### config.mk
export PLATFORM = sky130hd
export DESIGN_NAME = stage_memory
export DESIGN_NICKNAME = d
export VERILOG_FILES = /design/src/rtl/stage_memory.sv
export SDC_FILE = /design/constraint.sdc
export NUM_CORES = 1
export LEC_CHECK = 0
export CAP_MARGIN = 40
export CORE_MARGIN = 8
export CORE_UTILIZATION = 49
export CTS_CLUSTER_DIAMETER = 80
export DETAILED_ROUTE_END_ITERATION = 8
export GPL_ROUTABILITY_DRIVEN = 1
export PLACE_DENSITY = 0.92
export REMOVE_ABC_BUFFERS = 1
export SETUP_SLACK_MARGIN = 0.15
export SKIP_CTS_REPAIR_TIMING = 1
export SLEW_MARGIN = 5
export SYNTH_ARGS = -nofsm -noshare
export SYNTH_HDL_FRONTEND = slang
export SYNTH_SLANG_ARGS = --single-unit
### constraint.sdc
create_clock -name clk -period 2.5 [get_ports clk]
set_input_delay 0.375 -clock clk [delete_from_list [all_inputs] [get_ports clk]]
set_output_delay 0.375 -clock clk [all_outputs]
set_load 0.05 [all_outputs]
### src/rtl/stage_memory.sv
// -----------------------------------------------------------------------------
// stage_memory
//   Vector memory stage that sits right after execute. On NONE it passes the
//   ALU vector through to writeback. LOAD and STORE move one element per cycle
//   through a single-port, element-wide data memory, and hold upstream frozen
//   with stall for the rest of the transfer.
//
// Ports
//   clk        rising-edge clock
//   reset      asynchronous, active-low reset
//   MemOp      00 NONE, 01 LOAD, 10 STORE, 11 treated as NONE (sampled in IDLE)
//   base_addr  element address of lane 0
//   vect_alu   execute-stage result vector (lane i = bits [i*W +: W])
//   vect_st    store-data vector (captured on the first store cycle)
//   mem_addr   data-memory address (combinational)
//   mem_wdata  data-memory write data (combinational)
//   mem_we     data-memory write enable (combinational)
//   mem_rdata  data-memory read data, valid one cycle after its address
//   stall      freeze request to upstream stages (combinational)
//   vect_out   registered result vector to writeback
//   out_valid  registered, high for the one cycle after vect_out is written
// -----------------------------------------------------------------------------
module stage_memory #(
  parameter int registerSize = 8,
  parameter int vectorSize   = 4,
  parameter int addrWidth    = 8
) (
  input  logic                               clk,
  input  logic                               reset,
  input  logic [1:0]                         MemOp,
  input  logic [addrWidth-1:0]               base_addr,
  input  logic [vectorSize*registerSize-1:0] vect_alu,
  input  logic [vectorSize*registerSize-1:0] vect_st,
  output logic [addrWidth-1:0]               mem_addr,
  output logic [registerSize-1:0]            mem_wdata,
  output logic                               mem_we,
  input  logic [registerSize-1:0]            mem_rdata,
  output logic                               stall,
  output logic [vectorSize*registerSize-1:0] vect_out,
  output logic                               out_valid
);

  localparam int VW = vectorSize * registerSize;
  localparam int CW = $clog2(vectorSize + 1);
  // Counter value on the final LOAD cycle (all lanes fetched).
  localparam logic [CW-1:0] LD_LAST_C = CW'(vectorSize);
  // Counter value on the final STORE cycle (last lane written).
  localparam logic [CW-1:0] ST_LAST_C = CW'(vectorSize - 1);

  localparam logic [1:0] OP_LOAD  = 2'b01;
  localparam logic [1:0] OP_STORE = 2'b10;

  typedef enum logic [1:0] {
    IDLE  = 2'b00,
    LOAD  = 2'b01,
    STORE = 2'b10
  } state_t;

  state_t                 state_r, state_nx_s;
  logic [CW-1:0]          cnt_r, cnt_nx_s;
  logic [addrWidth-1:0]   base_r, base_nx_s;
  logic [VW-1:0]          st_r, st_nx_s;
  logic [VW-1:0]          ld_r, ld_nx_s;
  logic [VW-1:0]          vout_nx_s;
  logic                   ov_nx_s;

  logic [VW-1:0]          ld_cap_s;
  logic [registerSize-1:0] st_lane_s;

  logic [addrWidth-1:0]   addr_s;
  logic [registerSize-1:0] wdata_s;
  logic                   we_s;
  logic                   stall_s;

  // Load buffer with the lane addressed by the counter replaced by mem_rdata;
  // on the last LOAD cycle this is the complete vector, last lane included.
  always_comb begin
    ld_cap_s = ld_r;
    for (int i = 0; i < vectorSize; i++) begin
      ld_cap_s[i*registerSize +: registerSize] =
        (cnt_r == CW'(i + 1)) ? mem_rdata : ld_r[i*registerSize +: registerSize];
    end
  end

  // Select the latched store lane addressed by the counter (AND-OR mux).
  always_comb begin
    st_lane_s = '0;
    for (int i = 0; i < vectorSize; i++) begin
      st_lane_s = st_lane_s |
        ({registerSize{cnt_r == CW'(i)}} & st_r[i*registerSize +: registerSize]);
    end
  end

  // Next-state, datapath updates and ungated memory-side outputs.
  always_comb begin
    state_nx_s = state_r;
    cnt_nx_s   = cnt_r;
    base_nx_s  = base_r;
    st_nx_s    = st_r;
    ld_nx_s    = ld_r;
    vout_nx_s  = vect_out;
    ov_nx_s    = 1'b0;
    addr_s     = '0;
    wdata_s    = '0;
    we_s       = 1'b0;
    stall_s    = 1'b0;
    case (state_r)
      IDLE: begin
        case (MemOp)
          OP_LOAD: begin
            addr_s     = base_addr;
            stall_s    = 1'b1;
            base_nx_s  = base_addr;
            cnt_nx_s   = CW'(1);
            state_nx_s = LOAD;
          end
          OP_STORE: begin
            addr_s    = base_addr;
            wdata_s   = vect_st[registerSize-1:0];
            we_s      = 1'b1;
            base_nx_s = base_addr;
            st_nx_s   = vect_st;
            // A single-lane store finishes in this cycle.
            if (LD_LAST_C > CW'(1)) begin
              stall_s    = 1'b1;
              cnt_nx_s   = CW'(1);
              state_nx_s = STORE;
            end else begin
              stall_s    = 1'b0;
              cnt_nx_s   = '0;
              state_nx_s = IDLE;
            end
          end
          default: begin
            vout_nx_s = vect_alu;
            ov_nx_s   = 1'b1;
          end
        endcase
      end
      LOAD: begin
        ld_nx_s = ld_cap_s;
        if (cnt_r < LD_LAST_C) begin
          addr_s   = base_r + addrWidth'(cnt_r);
          stall_s  = 1'b1;
          cnt_nx_s = cnt_r + CW'(1);
        end else begin
          // Whole vector published at once; partial lanes never reach vect_out.
          vout_nx_s  = ld_cap_s;
          ov_nx_s    = 1'b1;
          cnt_nx_s   = '0;
          state_nx_s = IDLE;
        end
      end
      STORE: begin
        addr_s  = base_r + addrWidth'(cnt_r);
        wdata_s = st_lane_s;
        we_s    = 1'b1;
        if (cnt_r < ST_LAST_C) begin
          stall_s  = 1'b1;
          cnt_nx_s = cnt_r + CW'(1);
        end else begin
          stall_s    = 1'b0;
          cnt_nx_s   = '0;
          state_nx_s = IDLE;
        end
      end
      default: begin
        cnt_nx_s   = '0;
        state_nx_s = IDLE;
      end
    endcase
  end

  // Force memory controls and stall quiet while reset is asserted, without
  // waiting for a clock edge.
  always_comb begin
    if (!reset) begin
      mem_addr  = '0;
      mem_wdata = '0;
      mem_we    = 1'b0;
      stall     = 1'b0;
    end else begin
      mem_addr  = addr_s;
      mem_wdata = wdata_s;
      mem_we    = we_s;
      stall     = stall_s;
    end
  end

  // State, counter, latched operands and registered writeback outputs.
  always_ff @(posedge clk or negedge reset) begin
    if (!reset) begin
      state_r   <= IDLE;
      cnt_r     <= '0;
      base_r    <= '0;
      st_r      <= '0;
      ld_r      <= '0;
      vect_out  <= '0;
      out_valid <= 1'b0;
    end else begin
      state_r   <= state_nx_s;
      cnt_r     <= cnt_nx_s;
      base_r    <= base_nx_s;
      st_r      <= st_nx_s;
      ld_r      <= ld_nx_s;
      vect_out  <= vout_nx_s;
      out_valid <= ov_nx_s;
    end
  end

endmodule

==> metrics.json <==
{
  "timing": {
    "final-hold-violation-count": 0,
    "timing.final.crit_share": 1.008,
    "worstMarginPinSlew_ns": 0.5825,
    "finalWorstSetupSlack_ns": -0.02044,
    "fin_hold_ws_ns": 0.04172,
    "setup_viol": 3,
    "slew_headroom": 0.6117,
    "skew_ns": 0.008298,
    "rsz0062_at_grt": "yes",
    "max_freq_mhz": 396.8,
    "final-max-slew-violation-count": 0,
    "period_minus_slack_ns": 2.520
  },
  "critical_path": {
    "critical_path.startpoint": "cnt_r[0]$_DFFE_PN0N_",
    "number_of_cells_on_the_worst_reg_to_reg_path": 6,
    "startpoint_type": "flip-flop",
    "setup.worst_path.end_class": "output port",
    "critical_path_class": "flip-flop to output port",
    "regToRegSetupSlack_ns": 0.35,
    "timing.critical_path.required_ns": 2.12,
    "worstReg2RegEnd": "vect_out[6]$_DFFE_PN0P_",
    "critPathCapture": "mem_addr[6]",
    "critical_path_arrival_ns": 2.15,
    "critical_path.reg2reg.startpoint": "cnt_r[1]$_DFFE_PN0N_",
    "crit_fanout": 4
  },
  "die": {
    "design.portCount": 135,
    "fp.coreArea_um2": 10750,
    "die_footprint_um2": 14550,
    "die-width_um": 120.6,
    "die_span_y_um": 120.6,
    "initial_utilization": 0.4992,
    "std_cell_rows": 38
  },
  "run_status": {
    "violations": "negative setup slack",
    "run_status": "finished, violations left"
  },
  "synthesis": {
    "synth_most_common_cell": "sky130_fd_sc_hd__dfrtp_1",
    "synth_enable_flop_cells": 0,
    "post-synth-top-area-fraction": 0.5132,
    "synth_seq_area_share": 0.5132,
    "synth-warning-count": 0,
    "synthDominantAreaCellType": "sky130_fd_sc_hd__dfrtp_1",
    "synth-async-reset-ratio": 1.000,
    "synth.lib_cells_used.distinct": 39,
    "synthCells": 531,
    "yosys-top-cells-count": "sky130_fd_sc_hd__dfrtp_1, sky130_fd_sc_hd__nor2_1, sky130_fd_sc_hd__nand2_1, sky130_fd_sc_hd__mux2_2",
    "average_instance_area_after_synthesis_um2": 10.10,
    "ys_dominant_reg_cell": "sky130_fd_sc_hd__dfrtp_1",
    "mappedNetlistArea_um2": 5364,
    "ys_ff_latch": 110,
    "synth.area.top_cells": "sky130_fd_sc_hd__dfrtp_1, sky130_fd_sc_hd__mux2_2, sky130_fd_sc_hd__nor2_1"
  },
  "grt": {
    "gr-usage-all-layers": 0.1995,
    "globalRouteOverflowTotal": 0,
    "grt_start_max_net_pins": 66,
    "wire_length_of_the_first_global_routing_pass_um": 23630,
    "first_global_vias": 4793,
    "grt_antenna_before_repair": 0
  },
  "route": {
    "routed_wl_um": 14990,
    "drt_drc_violations_left": 0,
    "detail_route.iter0.violations": 293,
    "vias": 4469,
    "post_drt_via_cell_ratio": 5.497,
    "detail_route.first_pass.iterations": 4,
    "final_antenna_net_count": 0,
    "routedWlPerCell_um": 18.44
  },
  "final_layout": {
    "final_cell_area_um2": 7553,
    "layout-drive-gt1-share": 0.2140,
    "area.growth.synth_to_final_pct": 40.82,
    "finalNetCount": 764,
    "finish.utilization": 0.7030,
    "fillerInstances": 777,
    "insertedDiodeCount": 0
  },
  "clock_network": {
    "clock_tree_from_tritoncts": "done",
    "clockBufferDepth": 2,
    "insertion_delay_ns": 0.37,
    "clock_tree.htree_level_count": 3,
    "cts_inserted_buffers": 9,
    "cts_root_buffer": "sky130_fd_sc_hd__clkbuf_8",
    "clk_pin_slew_ns": 0.10,
    "clock-sinks": 110
  },
  "min_path": {
    "hp-class": "input port to asynchronous set/reset pin"
  },
  "pwr": {
    "max-vdd-ir-drop_v": 0.0008995,
    "p_leak_nw": 3.112,
    "pwr_density_cell_nw_per_um2": 1324
  },
  "placed_design": {
    "place.gp.congestion": 0.8213,
    "buffer_ports.inserted": 134,
    "hpwlAfterDp_um": 10600,
    "detailed_place.area_um2": 7030
  },
  "flow_run": {
    "cap_viol_max_count": 0
  }
}
[state kept, by name, indices dropped and copies added (netlist names)]
signal	cells
base_r	8
cnt_r	3
ld_r	32
out_valid	1
st_r	32
state_r	2
vect_out	32
[cells in the final DEF, fill, tap and decap left out, types with 9 or more instances in the layout]
cell type,netlist,final
sky130_fd_sc_hd__o31ai_1,24,24
sky130_fd_sc_hd__o21ai_0,24,14
sky130_fd_sc_hd__clkdlybuf4s50_1,0,115
sky130_fd_sc_hd__nor2_1,102,99
sky130_fd_sc_hd__o21ai_1,5,11
sky130_fd_sc_hd__dfrtp_1,110,107
sky130_fd_sc_hd__clkbuf_8,0,9
sky130_fd_sc_hd__buf_4,1,17
sky130_fd_sc_hd__mux2i_1,9,9
sky130_fd_sc_hd__inv_1,12,11
sky130_fd_sc_hd__nand2_1,64,62
sky130_fd_sc_hd__mux2_2,53,53
sky130_fd_sc_hd__buf_12,0,21
[worst min path at each step]
stage | slack [ns] | cells past startpoint | from | to
final | 0.04 | 2 | reset | base_r[3]$_DFFE_PN0P_
after global routing | 0.03 | 2 | reset | base_r[4]$_DFFE_PN0P_
after CTS | -0.15 | 1 | reset | cnt_r[1]$_DFFE_PN0N_
after detailed placement | 0.26 | 1 | reset | state_r[0]$_DFFE_PN0P_
after global placement | 0.25 | 1 | reset | st_r[4]$_DFFE_PN0P_
after floorplan | 0.08 | 0 | reset | base_r[0]$_DFFE_PN0P_
[metal layers]
metal  vias up  GRT usage  part of all wire
met5         -          0                 0
met4         0    0.06792             0.012
met3        16    0.03776             0.046
met2       137     0.3557              0.54
met1      2201     0.2358              0.40
li1       2115          -                 -
[through the flow]
step	cells	setup WS (ns)	total power [mW]	TNS [ns]
after floorplan	497	-0.6327	6.409	-2.703
after global placement	785	0.1165	8.166	0
after detailed placement	785	0.09488	8.419	0
after CTS	800	-0.2330	9.560	-2.556
after global routing	813	-0.1070	10.60	-0.4852
final	813	-0.02044	9.997	-0.04377
[kinds of logic (layout without fill, tap and decap cells)]
kind of cell,after synthesis,after routing,share of synthesized area
AO/OA/AOI/OAI,99,99,0.1250
buffers and inverters,46,188,0.04082
AND/OR/NAND/NOR,192,192,0.1456
flip-flops,110,110,0.5132
multiplexers,67,67,0.1386
adder cells (fa/ha/maj),11,11,0.02706
XOR/XNOR,6,6,0.009797
[layout make-up]
| type | instances | area [um^2] | share of cell area |
|---|---|---|---|
| Inverter | 12 | 50.05 | 0.006626 |
| Tap cell | 140 | 175.2 | 0.02319 |
| Sequential cell | 110 | 2756 | 0.3649 |
| Multi-Input combinational cell | 375 | 2562 | 0.3392 |
| Timing Repair Buffer | 161 | 1805 | 0.2390 |
| Clock inverter | 3 | 68.82 | 0.009110 |
| Clock buffer | 12 | 135.1 | 0.01789 |
[power breakdown]
part,leakage (nW),internal [mW],switching [mW],total [mW]
Clock,0.101,0.565,0.572,1.14
Combinational,1.74,2.44,3.27,5.72
Sequential,1.27,2.62,0.522,3.14
[critical path, stage by stage (launching register included)]
cell                        delay [ns]
sky130_fd_sc_hd__dfrtp_2          0.46
sky130_fd_sc_hd__ha_4             0.18
sky130_fd_sc_hd__fa_2             0.39
sky130_fd_sc_hd__a21oi_4          0.19
sky130_fd_sc_hd__nor2_2           0.06
sky130_fd_sc_hd__xnor2_1          0.12
sky130_fd_sc_hd__o21ai_1          0.19
sky130_fd_sc_hd__clkbuf_16        0.20
Power figures use the tool's default switching activity.
